File: config.mk
export PLATFORM = sky130hd
export DESIGN_NAME = vram_host_port
export DESIGN_NICKNAME = d
export VERILOG_FILES = /design/src/rtl/vram_host_pkg.sv /design/src/rtl/vram_addr_ctr.sv /design/src/rtl/vram_host_port.sv
export SDC_FILE = /design/constraint.sdc
export NUM_CORES = 1
export LEC_CHECK = 0
export ABC_AREA = 1
export BUFFER_PORTS_ARGS = -buffer_cell sky130_fd_sc_hd__buf_4
export CAP_MARGIN = 20
export CORE_ASPECT_RATIO = 0.5
export CORE_UTILIZATION = 58
export CTS_CLUSTER_SIZE = 14
export DETAILED_ROUTE_END_ITERATION = 12
export PLACE_DENSITY = 0.91
export SETUP_SLACK_MARGIN = 0.1
export SLEW_MARGIN = 20
export SYNTH_ARGS = -nofsm -noshare
export SYNTH_HDL_FRONTEND = slang
export SYNTH_SLANG_ARGS = --single-unit
File: constraint.sdc
create_clock -name clk -period 2.01 [get_ports clk]
set_input_delay 0.201 -clock clk [delete_from_list [all_inputs] [get_ports clk]]
set_output_delay 0.201 -clock clk [all_outputs]
set_load 0.03 [all_outputs]
File: src/rtl/vram_host_pkg.sv
// Shared constants for the VRAM host command port: opcodes, FSM state codes
// and default geometry/reset values.
package vram_host_pkg;

    localparam int         DEF_VRAM_DEPTH = 24576;
    localparam int         DEF_ADDR_W     = 15;
    localparam logic [2:0] DEF_MODE_RESET = 3'd1;

    localparam logic [7:0] OP_SET_ADDR = 8'h01;
    localparam logic [7:0] OP_WRITE    = 8'h02;
    localparam logic [7:0] OP_READ     = 8'h03;
    localparam logic [7:0] OP_SET_MODE = 8'h04;
    localparam logic [7:0] OP_FILL     = 8'h05;

    typedef logic [3:0] state_t;

    localparam state_t ST_IDLE     = 4'd0;
    localparam state_t ST_ADDR_HI  = 4'd1;
    localparam state_t ST_ADDR_LO  = 4'd2;
    localparam state_t ST_WR_LEN   = 4'd3;
    localparam state_t ST_WR_DATA  = 4'd4;
    localparam state_t ST_RD_LEN   = 4'd5;
    localparam state_t ST_RD_ADDR  = 4'd6;
    localparam state_t ST_RD_WAIT  = 4'd7;
    localparam state_t ST_RD_SEND  = 4'd8;
    localparam state_t ST_MODE_VAL = 4'd9;
    localparam state_t ST_FILL_HI  = 4'd10;
    localparam state_t ST_FILL_LO  = 4'd11;
    localparam state_t ST_FILL_VAL = 4'd12;
    localparam state_t ST_FILL_RUN = 4'd13;

endpackage

File: src/rtl/vram_addr_ctr.sv
// Loadable VRAM address pointer that wraps from VRAM_DEPTH-1 back to 0;
// an out-of-range load is flagged and forces the pointer to 0.
module vram_addr_ctr
    import vram_host_pkg::*;
#(
    parameter int VRAM_DEPTH = DEF_VRAM_DEPTH,
    parameter int ADDR_W     = DEF_ADDR_W
) (
    input  logic              clk,
    input  logic              rst,
    input  logic              load_i,
    input  logic [ADDR_W-1:0] load_val_i,
    input  logic              inc_i,
    output logic [ADDR_W-1:0] addr_o,
    output logic [ADDR_W-1:0] addr_inc_o,
    output logic              load_oor_o
);

    localparam logic [ADDR_W-1:0] LAST_ADDR = ADDR_W'(VRAM_DEPTH - 1);

    logic [ADDR_W-1:0] addr_q;
    logic [ADDR_W-1:0] addr_d;

    // Next pointer: load has priority over increment.
    always_comb begin
        load_oor_o = (load_val_i > LAST_ADDR);
        if (addr_q == LAST_ADDR) begin
            addr_inc_o = '0;
        end else begin
            addr_inc_o = addr_q + ADDR_W'(1);
        end
        if (load_i) begin
            if (load_oor_o) begin
                addr_d = '0;
            end else begin
                addr_d = load_val_i;
            end
        end else if (inc_i) begin
            addr_d = addr_inc_o;
        end else begin
            addr_d = addr_q;
        end
    end

    // Pointer register.
    always_ff @(posedge clk) begin
        if (rst) begin
            addr_q <= '0;
        end else begin
            addr_q <= addr_d;
        end
    end

    assign addr_o = addr_q;

endmodule

File: src/rtl/vram_host_port.sv
// Host byte-stream command interpreter driving the VRAM user port and display mode.
// Build option: define VRAM_HOST_FILL_EN to include the FILL (0x05) command.
module vram_host_port
    import vram_host_pkg::*;
#(
    parameter int         VRAM_DEPTH = DEF_VRAM_DEPTH,
    parameter int         ADDR_W     = DEF_ADDR_W,
    parameter logic [2:0] MODE_RESET = DEF_MODE_RESET
) (
    input  logic              clk,
    input  logic              rst,
    input  logic [7:0]        rx_data,
    input  logic              rx_valid,
    output logic              rx_ready,
    output logic [7:0]        tx_data,
    output logic              tx_valid,
    input  logic              tx_ready,
    output logic [ADDR_W-1:0] vram_addr,
    output logic [7:0]        vram_wdata,
    output logic              vram_we,
    input  logic [7:0]        vram_rdata,
    output logic [2:0]        mode,
    output logic              busy,
    output logic              cmd_err
);

    state_t            state_q, state_d;
    logic [15:0]       cnt_q, cnt_d;
    logic [6:0]        addr_hi_q, addr_hi_d;
    logic              rx_ready_q, rx_ready_d;
    logic [7:0]        tx_data_q, tx_data_d;
    logic              tx_valid_q, tx_valid_d;
    logic [ADDR_W-1:0] vram_addr_q, vram_addr_d;
    logic [7:0]        vram_wdata_q, vram_wdata_d;
    logic              vram_we_q, vram_we_d;
    logic [2:0]        mode_q, mode_d;
    logic              busy_q, busy_d;
    logic              cmd_err_q, cmd_err_d;
`ifdef VRAM_HOST_FILL_EN
    logic [7:0]        fill_val_q, fill_val_d;
`endif

    logic              accept_s;
    logic              ptr_load_s;
    logic              ptr_inc_s;
    logic [ADDR_W-1:0] ptr_load_val_s;
    logic [ADDR_W-1:0] ptr_s;
    logic [ADDR_W-1:0] ptr_next_s;
    logic              ptr_oor_s;

    assign accept_s       = rx_valid & rx_ready_q;
    assign ptr_load_val_s = ADDR_W'({addr_hi_q, rx_data});

    vram_addr_ctr #(
        .VRAM_DEPTH (VRAM_DEPTH),
        .ADDR_W     (ADDR_W)
    ) u_addr_ctr (
        .clk        (clk),
        .rst        (rst),
        .load_i     (ptr_load_s),
        .load_val_i (ptr_load_val_s),
        .inc_i      (ptr_inc_s),
        .addr_o     (ptr_s),
        .addr_inc_o (ptr_next_s),
        .load_oor_o (ptr_oor_s)
    );

    // Command FSM and next values of every registered output.
    always_comb begin
        state_d      = state_q;
        cnt_d        = cnt_q;
        addr_hi_d    = addr_hi_q;
        tx_data_d    = tx_data_q;
        tx_valid_d   = tx_valid_q;
        vram_addr_d  = vram_addr_q;
        vram_wdata_d = vram_wdata_q;
        vram_we_d    = 1'b0;
        mode_d       = mode_q;
        cmd_err_d    = 1'b0;
        ptr_load_s   = 1'b0;
        ptr_inc_s    = 1'b0;
`ifdef VRAM_HOST_FILL_EN
        fill_val_d   = fill_val_q;
`endif
        case (state_q)
            ST_IDLE: begin
                if (accept_s) begin
                    case (rx_data)
                        OP_SET_ADDR: state_d = ST_ADDR_HI;
                        OP_WRITE:    state_d = ST_WR_LEN;
                        OP_READ:     state_d = ST_RD_LEN;
                        OP_SET_MODE: state_d = ST_MODE_VAL;
`ifdef VRAM_HOST_FILL_EN
                        OP_FILL:     state_d = ST_FILL_HI;
`endif
                        default:     cmd_err_d = 1'b1;
                    endcase
                end else begin
                    state_d = ST_IDLE;
                end
            end
            ST_ADDR_HI: begin
                if (accept_s) begin
                    addr_hi_d = rx_data[6:0];
                    state_d   = ST_ADDR_LO;
                end else begin
                    state_d = ST_ADDR_HI;
                end
            end
            ST_ADDR_LO: begin
                if (accept_s) begin
                    ptr_load_s = 1'b1;
                    cmd_err_d  = ptr_oor_s;
                    state_d    = ST_IDLE;
                end else begin
                    state_d = ST_ADDR_LO;
                end
            end
            ST_WR_LEN: begin
                if (accept_s) begin
                    cnt_d   = (rx_data == 8'd0) ? 16'd256 : {8'd0, rx_data};
                    state_d = ST_WR_DATA;
                end else begin
                    state_d = ST_WR_LEN;
                end
            end
            ST_WR_DATA: begin
                if (accept_s) begin
                    vram_we_d    = 1'b1;
                    vram_addr_d  = ptr_s;
                    vram_wdata_d = rx_data;
                    ptr_inc_s    = 1'b1;
                    cnt_d        = cnt_q - 16'd1;
                    state_d      = (cnt_q == 16'd1) ? ST_IDLE : ST_WR_DATA;
                end else begin
                    state_d = ST_WR_DATA;
                end
            end
            ST_RD_LEN: begin
                if (accept_s) begin
                    cnt_d       = (rx_data == 8'd0) ? 16'd256 : {8'd0, rx_data};
                    vram_addr_d = ptr_s;
                    state_d     = ST_RD_ADDR;
                end else begin
                    state_d = ST_RD_LEN;
                end
            end
            // The address is already on the port here; VRAM answers next cycle.
            ST_RD_ADDR: state_d = ST_RD_WAIT;
            ST_RD_WAIT: begin
                tx_data_d  = vram_rdata;
                tx_valid_d = 1'b1;
                state_d    = ST_RD_SEND;
            end
            ST_RD_SEND: begin
                if (tx_ready) begin
                    tx_valid_d  = 1'b0;
                    ptr_inc_s   = 1'b1;
                    vram_addr_d = ptr_next_s;
                    cnt_d       = cnt_q - 16'd1;
                    state_d     = (cnt_q == 16'd1) ? ST_IDLE : ST_RD_ADDR;
                end else begin
                    state_d = ST_RD_SEND;
                end
            end
            ST_MODE_VAL: begin
                if (accept_s) begin
                    mode_d  = rx_data[2:0];
                    state_d = ST_IDLE;
                end else begin
                    state_d = ST_MODE_VAL;
                end
            end
`ifdef VRAM_HOST_FILL_EN
            ST_FILL_HI: begin
                if (accept_s) begin
                    cnt_d   = {rx_data, cnt_q[7:0]};
                    state_d = ST_FILL_LO;
                end else begin
                    state_d = ST_FILL_HI;
                end
            end
            ST_FILL_LO: begin
                if (accept_s) begin
                    cnt_d   = {cnt_q[15:8], rx_data};
                    state_d = ST_FILL_VAL;
                end else begin
                    state_d = ST_FILL_LO;
                end
            end
            ST_FILL_VAL: begin
                if (accept_s) begin
                    fill_val_d = rx_data;
                    state_d    = (cnt_q == 16'd0) ? ST_IDLE : ST_FILL_RUN;
                end else begin
                    state_d = ST_FILL_VAL;
                end
            end
            ST_FILL_RUN: begin
                vram_we_d    = 1'b1;
                vram_addr_d  = ptr_s;
                vram_wdata_d = fill_val_q;
                ptr_inc_s    = 1'b1;
                cnt_d        = cnt_q - 16'd1;
                state_d      = (cnt_q == 16'd1) ? ST_IDLE : ST_FILL_RUN;
            end
`endif
            default: state_d = ST_IDLE;
        endcase
        busy_d     = (state_d != ST_IDLE);
        rx_ready_d = !((state_d == ST_RD_ADDR) || (state_d == ST_RD_WAIT) ||
                       (state_d == ST_RD_SEND) || (state_d == ST_FILL_RUN));
    end

    // State and output registers.
    always_ff @(posedge clk) begin
        if (rst) begin
            state_q      <= ST_IDLE;
            cnt_q        <= 16'd0;
            addr_hi_q    <= 7'd0;
            rx_ready_q   <= 1'b0;
            tx_data_q    <= 8'd0;
            tx_valid_q   <= 1'b0;
            vram_addr_q  <= '0;
            vram_wdata_q <= 8'd0;
            vram_we_q    <= 1'b0;
            mode_q       <= MODE_RESET;
            busy_q       <= 1'b0;
            cmd_err_q    <= 1'b0;
`ifdef VRAM_HOST_FILL_EN
            fill_val_q   <= 8'd0;
`endif
        end else begin
            state_q      <= state_d;
            cnt_q        <= cnt_d;
            addr_hi_q    <= addr_hi_d;
            rx_ready_q   <= rx_ready_d;
            tx_data_q    <= tx_data_d;
            tx_valid_q   <= tx_valid_d;
            vram_addr_q  <= vram_addr_d;
            vram_wdata_q <= vram_wdata_d;
            vram_we_q    <= vram_we_d;
            mode_q       <= mode_d;
            busy_q       <= busy_d;
            cmd_err_q    <= cmd_err_d;
`ifdef VRAM_HOST_FILL_EN
            fill_val_q   <= fill_val_d;
`endif
        end
    end

    assign rx_ready   = rx_ready_q;
    assign tx_data    = tx_data_q;
    assign tx_valid   = tx_valid_q;
    assign vram_addr  = vram_addr_q;
    assign vram_wdata = vram_wdata_q;
    assign vram_we    = vram_we_q;
    assign mode       = mode_q;
    assign busy       = busy_q;
    assign cmd_err    = cmd_err_q;

endmodule

### Yosys cells after proc, flatten, opt, wreduce, memory -nomap -nowiden

Cells that the tools add are included.

| word-level totals | value |
|---|---|
| register bits | 81 |
| word-level logic and storage cells | 96 |
| output and inout port bits | 39 |
| input port bits | 20 |

| operators by class | value |
|---|---|
| muxes and demuxes | 34 |
| equal/unequal tests | 23 |
| magnitude comparators | 1 |
| bitwise operators | 2 |
| reduce and logical (&&, ||, !) cells | 21 |
| add/sub/neg operators | 2 |

Operator list:

| operator | count |
|---|---|
| 2-to-1 mux 15 bit | 6 |
| 2-to-1 mux 16 bit | 3 |
| case mux 16 bit (3 select lines) | 1 |
| case mux 4 bit (10 select lines) | 1 |
| case mux 15 bit (2 select lines) | 1 |
| == test 4 x 3 -> 1 bit, second input constant | 6 |
| == test 16 x 1 -> 1 bit, second input constant | 1 |
| == test 4 bit, second input constant | 4 |
| == test 8 x 2 -> 1 bit, second input constant | 2 |
| case mux 4 bit (4 select lines) | 1 |
| subtractor 16 x 1 -> 16 bit, second input constant | 1 |
| adder 15 x 1 -> 15 bit, second input constant | 1 |
| == test 15 bit, second input constant | 1 |
| > comparator 15 bit, second input constant | 1 |
| 2-to-1 mux 3 bit | 4 |
| 2-to-1 mux 4 bit | 3 |
| 2-to-1 mux 9 bit | 1 |
| == test 4 x 2 -> 1 bit, second input constant | 2 |
| == test 8 x 1 -> 1 bit, second input constant | 1 |
| == test 8 x 3 -> 1 bit, second input constant | 1 |
| zero test 8 bit | 1 |
| AND reduction 2 bit | 4 |
| 2-to-1 mux 1 bit | 7 |
| 2-to-1 mux 2 bit | 3 |
| 16 further kinds | 26 |

### Depth between registers and ports, before layout

| depth | value |
|---|---|
| depth after elaboration | 9 |
| depth in mapped cells | 13 |
| depth with buffers taken out | 13 |

### By module

From an unflattened synthesis, not the netlist that was laid out.

| unflattened totals | value |
|---|---|
| cells, all modules | 651 |
| area, all modules | 4469.3 um^2 |

By module, submodules not included:

| module | times used | sequential area each (um^2) | area each (um^2) | cells an instance |
|---|---|---|---|---|
| vram_host_port | 1 | 1321.3 | 3303.2 | 465 |
| vram_addr_ctr | 1 | 300.3 | 1166.1 | 186 |

### Worst setup path before layout

No wires, ideal clock.

| timing | value |
|---|---|
| path type | reg2reg |
| from | reg rx_ready_q (netlist: rx_ready) |
| to | reg u_addr_ctr.addr_q[10] (netlist: u_addr_ctr.addr_o[10]) |
| library setup time | 0.134 ns |
| data arrival time | 1.530 ns |
| slack | 0.346 ns |
| data required time | 1.876 ns |
| path buffers | 0 |
| cell stages (with the launch flop) | 8 |
| clock period less this slack | 1.664 ns |
| cells stage by stage | dfxtp_1 > nand2_1 > nor2_1 > nand2_2 > nand3_2 > clkinv_1 > nand2_1 > a21oi_1 |

| on the way | value |
|---|---|
| longest elaborated chain between the ends | 4 |
| elaborated cells between the ends (all ways) | 6 |
| those cells by class | mux: 4; bitwise: 1; reduce/logical: 1 |

RTL lines:

| element | line | text |
|---|---|---|
| start: declaration | vram_host_port.sv:30 | `logic rx_ready_q, rx_ready_d;` |
| start signal: assignment | vram_host_port.sv:237 | `rx_ready_q <= rx_ready_d;` |
| AND 1 bit * | vram_host_port.sv:51 | `assign accept_s = rx_valid & rx_ready_q;` |
| 2-to-1 mux 1 bit * | vram_host_port.sv:111, vram_host_port.sv:128 |  |
| case mux 1 bit (2 select lines) or 2-to-1 mux 1 bit (tied branches) | vram_host_port.sv:85 | `case (state_q)` |
| nonzero test 2 bit (no line) or 2-to-1 mux 15 bit (tied branches) | - |  |
| end signal: assignment | vram_addr_ctr.sv:50 | `addr_q <= addr_d;` |
| end: declaration | vram_addr_ctr.sv:21 | `logic [ADDR_W-1:0] addr_q;` |

Mark *: on every way between the ends. The rest lies on a longest branch, timed or not.
A chain may end at the register's enable or synchronous reset.

### Worst setup path in the final report

| timing | value |
|---|---|
| from | reg state_q[3] |
| to | reg cnt_q[9] |

| on the way | value |
|---|---|
| longest elaborated chain between the ends | 4 |
| elaborated cells between the ends (all ways) | 11 |
| those cells by class | eq/ne: 7; mux: 1; reduce/logical: 3 |

RTL lines:

| element | line | text |
|---|---|---|
| start: declaration | vram_host_port.sv:27 | `state_t state_q, state_d;` |
| start signal: assignment | vram_host_port.sv:234 | `state_q <= state_d;` |
| == test 4 x 3 -> 1 bit or == test 4 x 2 -> 1 bit (tied branches) | vram_host_port.sv:85 |  |
| OR reduction 2 bit (no line) | - |  |
| != test 2 x 1 -> 1 bit (no line) or nonzero test 3 bit (tied branches) | - |  |
| AND reduction 4 bit (no line) | - |  |
| end signal: assignment | vram_host_port.sv:235 | `cnt_q <= cnt_d;` |
| end: declaration | vram_host_port.sv:28 | `logic [15:0] cnt_q, cnt_d;` |

Several ways; a longest one is shown, not always the timed one.

==> impl_metrics.toml <==
[timing]
post-route-period-util_pct = 89.44
finalClockSkew_ns = 0.005985
slew-limit-headroom_pct = 64.31
setup_viol = 0
maxSlewViolCount = 0
hold_viol_final = 0
worst_pin_slew_ns = 0.5348
fin_crit_ns = 1.798
finalSetupTns_ns = 0
rsz0062_at_grt = "true"
clock.fmax_mhz = 556.2

[grt]
grt_util_all_layers_pct = 30.17
grt_max_degree = 39
gr-total-overflow = 0
antenna_found_initial = 0
grt_pass1_wl_mm = 19.06
first_global_vias = 4084

[detailed_routing]
drc_errors = 4
vias = 4542
routed_wl_mm = 11.57
drtPass1Iterations = 9
dr.first_iter.drc_count = 408
vias_per_cell = 5.559
wl_per_cell_um = 14.16
drtAntennaViolNets = 0

[worst_setup_path]
critical-path-slowest-cell = "o21ai_1"
arrival_ns = 2.02
cp_max_fo = 17
required_ns = 2.23
worstPathCellList = "nor2_2 -> nand3_1 -> nand3_2 -> nand4_4 -> o21ai_1 -> a21oi_1"
r2r_slack_ns = 0.21
ff2ff_path_depth = 6
critPathLaunchType = "register"
end_kind = "register"
reg2reg_from = "state_q[3]"
rr_endpoint = "cnt_q[9]"
max_stage_delay_ns = 0.37
critPathKind = "reg -> reg"

[outcome]
violations = "DRC"
status = "finished, violations left"

[clock_tree]
clock_tree.buffer_depth = 2
cts_sinks = 81
cts_hold_buf = 0
cts_made_buffers = 9
clock_latency_ns = 0.34
root_buffer = "clkbuf_16"
h-tree-depth = 3
cts_tree = "done"
post_cts_buffers = 0
clk_pin_slew_ns = 0.06

[synthesis]
ys_seq_area_share_pct = 36.98
yosysWarnings = 0
synth_nets = 681
synthArstFlopShare_pct = 0
yosysMostFrequentCell = "nand2_1"
synth_largest_area_cell = "dfxtp_1"
synth_top_cell_area_share_pct = 36.98
ys_ff_latch = 81
syn_inst = 658
synthFlopType = "dfxtp_1"
synth_common_cells = "nand2_1 (154), nor2_1 (92), dfxtp_1 (81)"
syn-cell-area_um2 = 4385
synth_area_leaders = "dfxtp_1 (37%), nand2_1 (13%), nor2_1 (7.9%), a21oi_1 (7.0%), o21ai_0 (7.0%)"
syn_avg_cell_area_um2 = 6.665
synth-edff-count = 0
ys_types = 38

[floorplanning]
start_util_pct = 62.75
die_h_um = 63.49
die_w_um = 125.0
die-area_um2 = 7934
rows = 21
coreArea_um2 = 6989
io_pins = 59

[cells_and_area]
finalNetCount = 743
regArea_um2 = 1623
antenna_cells = 0
area_growth_syn_to_layout_pct = 19.26
multi_input_area_um2 = 2397
fillers = 571
drive_above_1_share_pct = 17.38

[power]
leakage_uw = 0.002317
p_per_area_nw_per_um2 = 627.0
finalPower_uw = 3279
ir_drop_uv = 542.2

[hold_path]
whs_path_depth = 3
whs_endpoint = "tx_data[5]"
hold_class = "in -> reg"
worstHoldStart = "vram_rdata[5]"

[place]
numPortBuffers = 58
dp_hpwl_mm = 8.178
gp_congestion = 0.9329

[job]
drv_cap = 0
report_power, final:
part           internal [uW]  switching, uW  total (uW)
clock                    871            647        1520
combinational           54.0           94.2         148
sequential              1610           3.33        1610
per-stage QoR:
stage               instances  setup slack, ns  hold slack [ns]  util (%)  instance area, um2
floorplan                 658           0.3463           0.3359         -                4385
finish                    817           0.2122          0.08119     74.83                5230
global placement          801          0.08411           0.4202     70.61                4935
global route              817          0.05579          0.09317     74.83                5230
CTS                       817           0.1082          0.07657     74.54                5210
detailed placement        801           0.1376           0.4272     70.61                4935
layout make-up:
cell class                 instances  area share [%]
multi-input combinational        491           45.84
sequential                        81           31.03
timing repair buffer              75           11.00
clock buffer                      12           4.713
inverter                          62           4.665
tap                               92           2.201
clock inverter                     4          0.5502
critical path: cells and delay by family, from the launching register on:
| family | cells | cell delay, ns |
|---|---|---|
| AND/OR/NAND/NOR | 4 | 0.89 |
| AO/OA/AOI/OAI | 2 | 0.43 |
| flip-flops | 1 | 0.36 |
flip-flops by register name (all words and copies together), names as in the netlist:
| register | flops |
|---|---|
| busy | 1 |
| cmd_err | 1 |
| rx_ready | 1 |
| vram_addr | 15 |
| vram_we | 1 |
| u_addr_ctr.addr_o | 15 |
| tx_valid | 1 |
| vram_wdata | 8 |
| state_q | 4 |
| addr_hi_q | 7 |
| cnt_q | 16 |
| mode | 3 |
| tx_data | 8 |
routing by layer:
layer	part of all wire (%)	vias up	track usage (%)
met5	0	-	0
li1	-	2282	-
met3	6.9	18	6.967
met2	45	184	50.42
met1	46	2058	38.72
met4	1.5	0	9.756
logic make-up after synthesis:
kind of cell / after synthesis / share of synthesized area (%)
buf+inv: 86 / 8.588
xor+xnor: 10 / 1.997
compound gates: 150 / 18.60
fa+ha+maj: 3 / 0.8560
simple gates: 328 / 32.98
flops: 81 / 36.98
worst max-delay path by stage:
stage	to	slack [ns]	from	depth (start not counted)
3_3_place_gp	cnt_q[10]	0.08	state_q[3]	6
4_1_cts	u_addr_ctr.addr_o[13]	0.11	state_q[3]	9
2_1_floorplan	u_addr_ctr.addr_o[10]	0.35	rx_ready	7
3_5_place_dp	cnt_q[9]	0.14	state_q[3]	6
6_report	cnt_q[9]	0.21	state_q[3]	6
5_1_grt	u_addr_ctr.addr_o[13]	0.06	state_q[2]	9
layout by cell type (no fill, tap or decap), types with 7 or more instances in the layout:
cell	Yosys	routed
nand2_1	154	153
nor2_1	92	91
dfxtp_1	81	80
buf_4	1	74
a21oi_1	61	61
o21ai_0	61	60
inv_1	55	54
nand3_1	44	44
a21oi_2	9	9
xor2_1	9	9
clkbuf_16	0	9
nor3_1	9	8
o211ai_1	7	7
timing repair:
| action | in CTS | in global routing |
|---|---|---|
| resized for setup | 0 | 9 |
| endpoints found under the setup margin | 0 | 39 |
| endpoints found under the hold margin | 0 | 0 |
No activity file was read; power rests on OpenSTA's default activity.
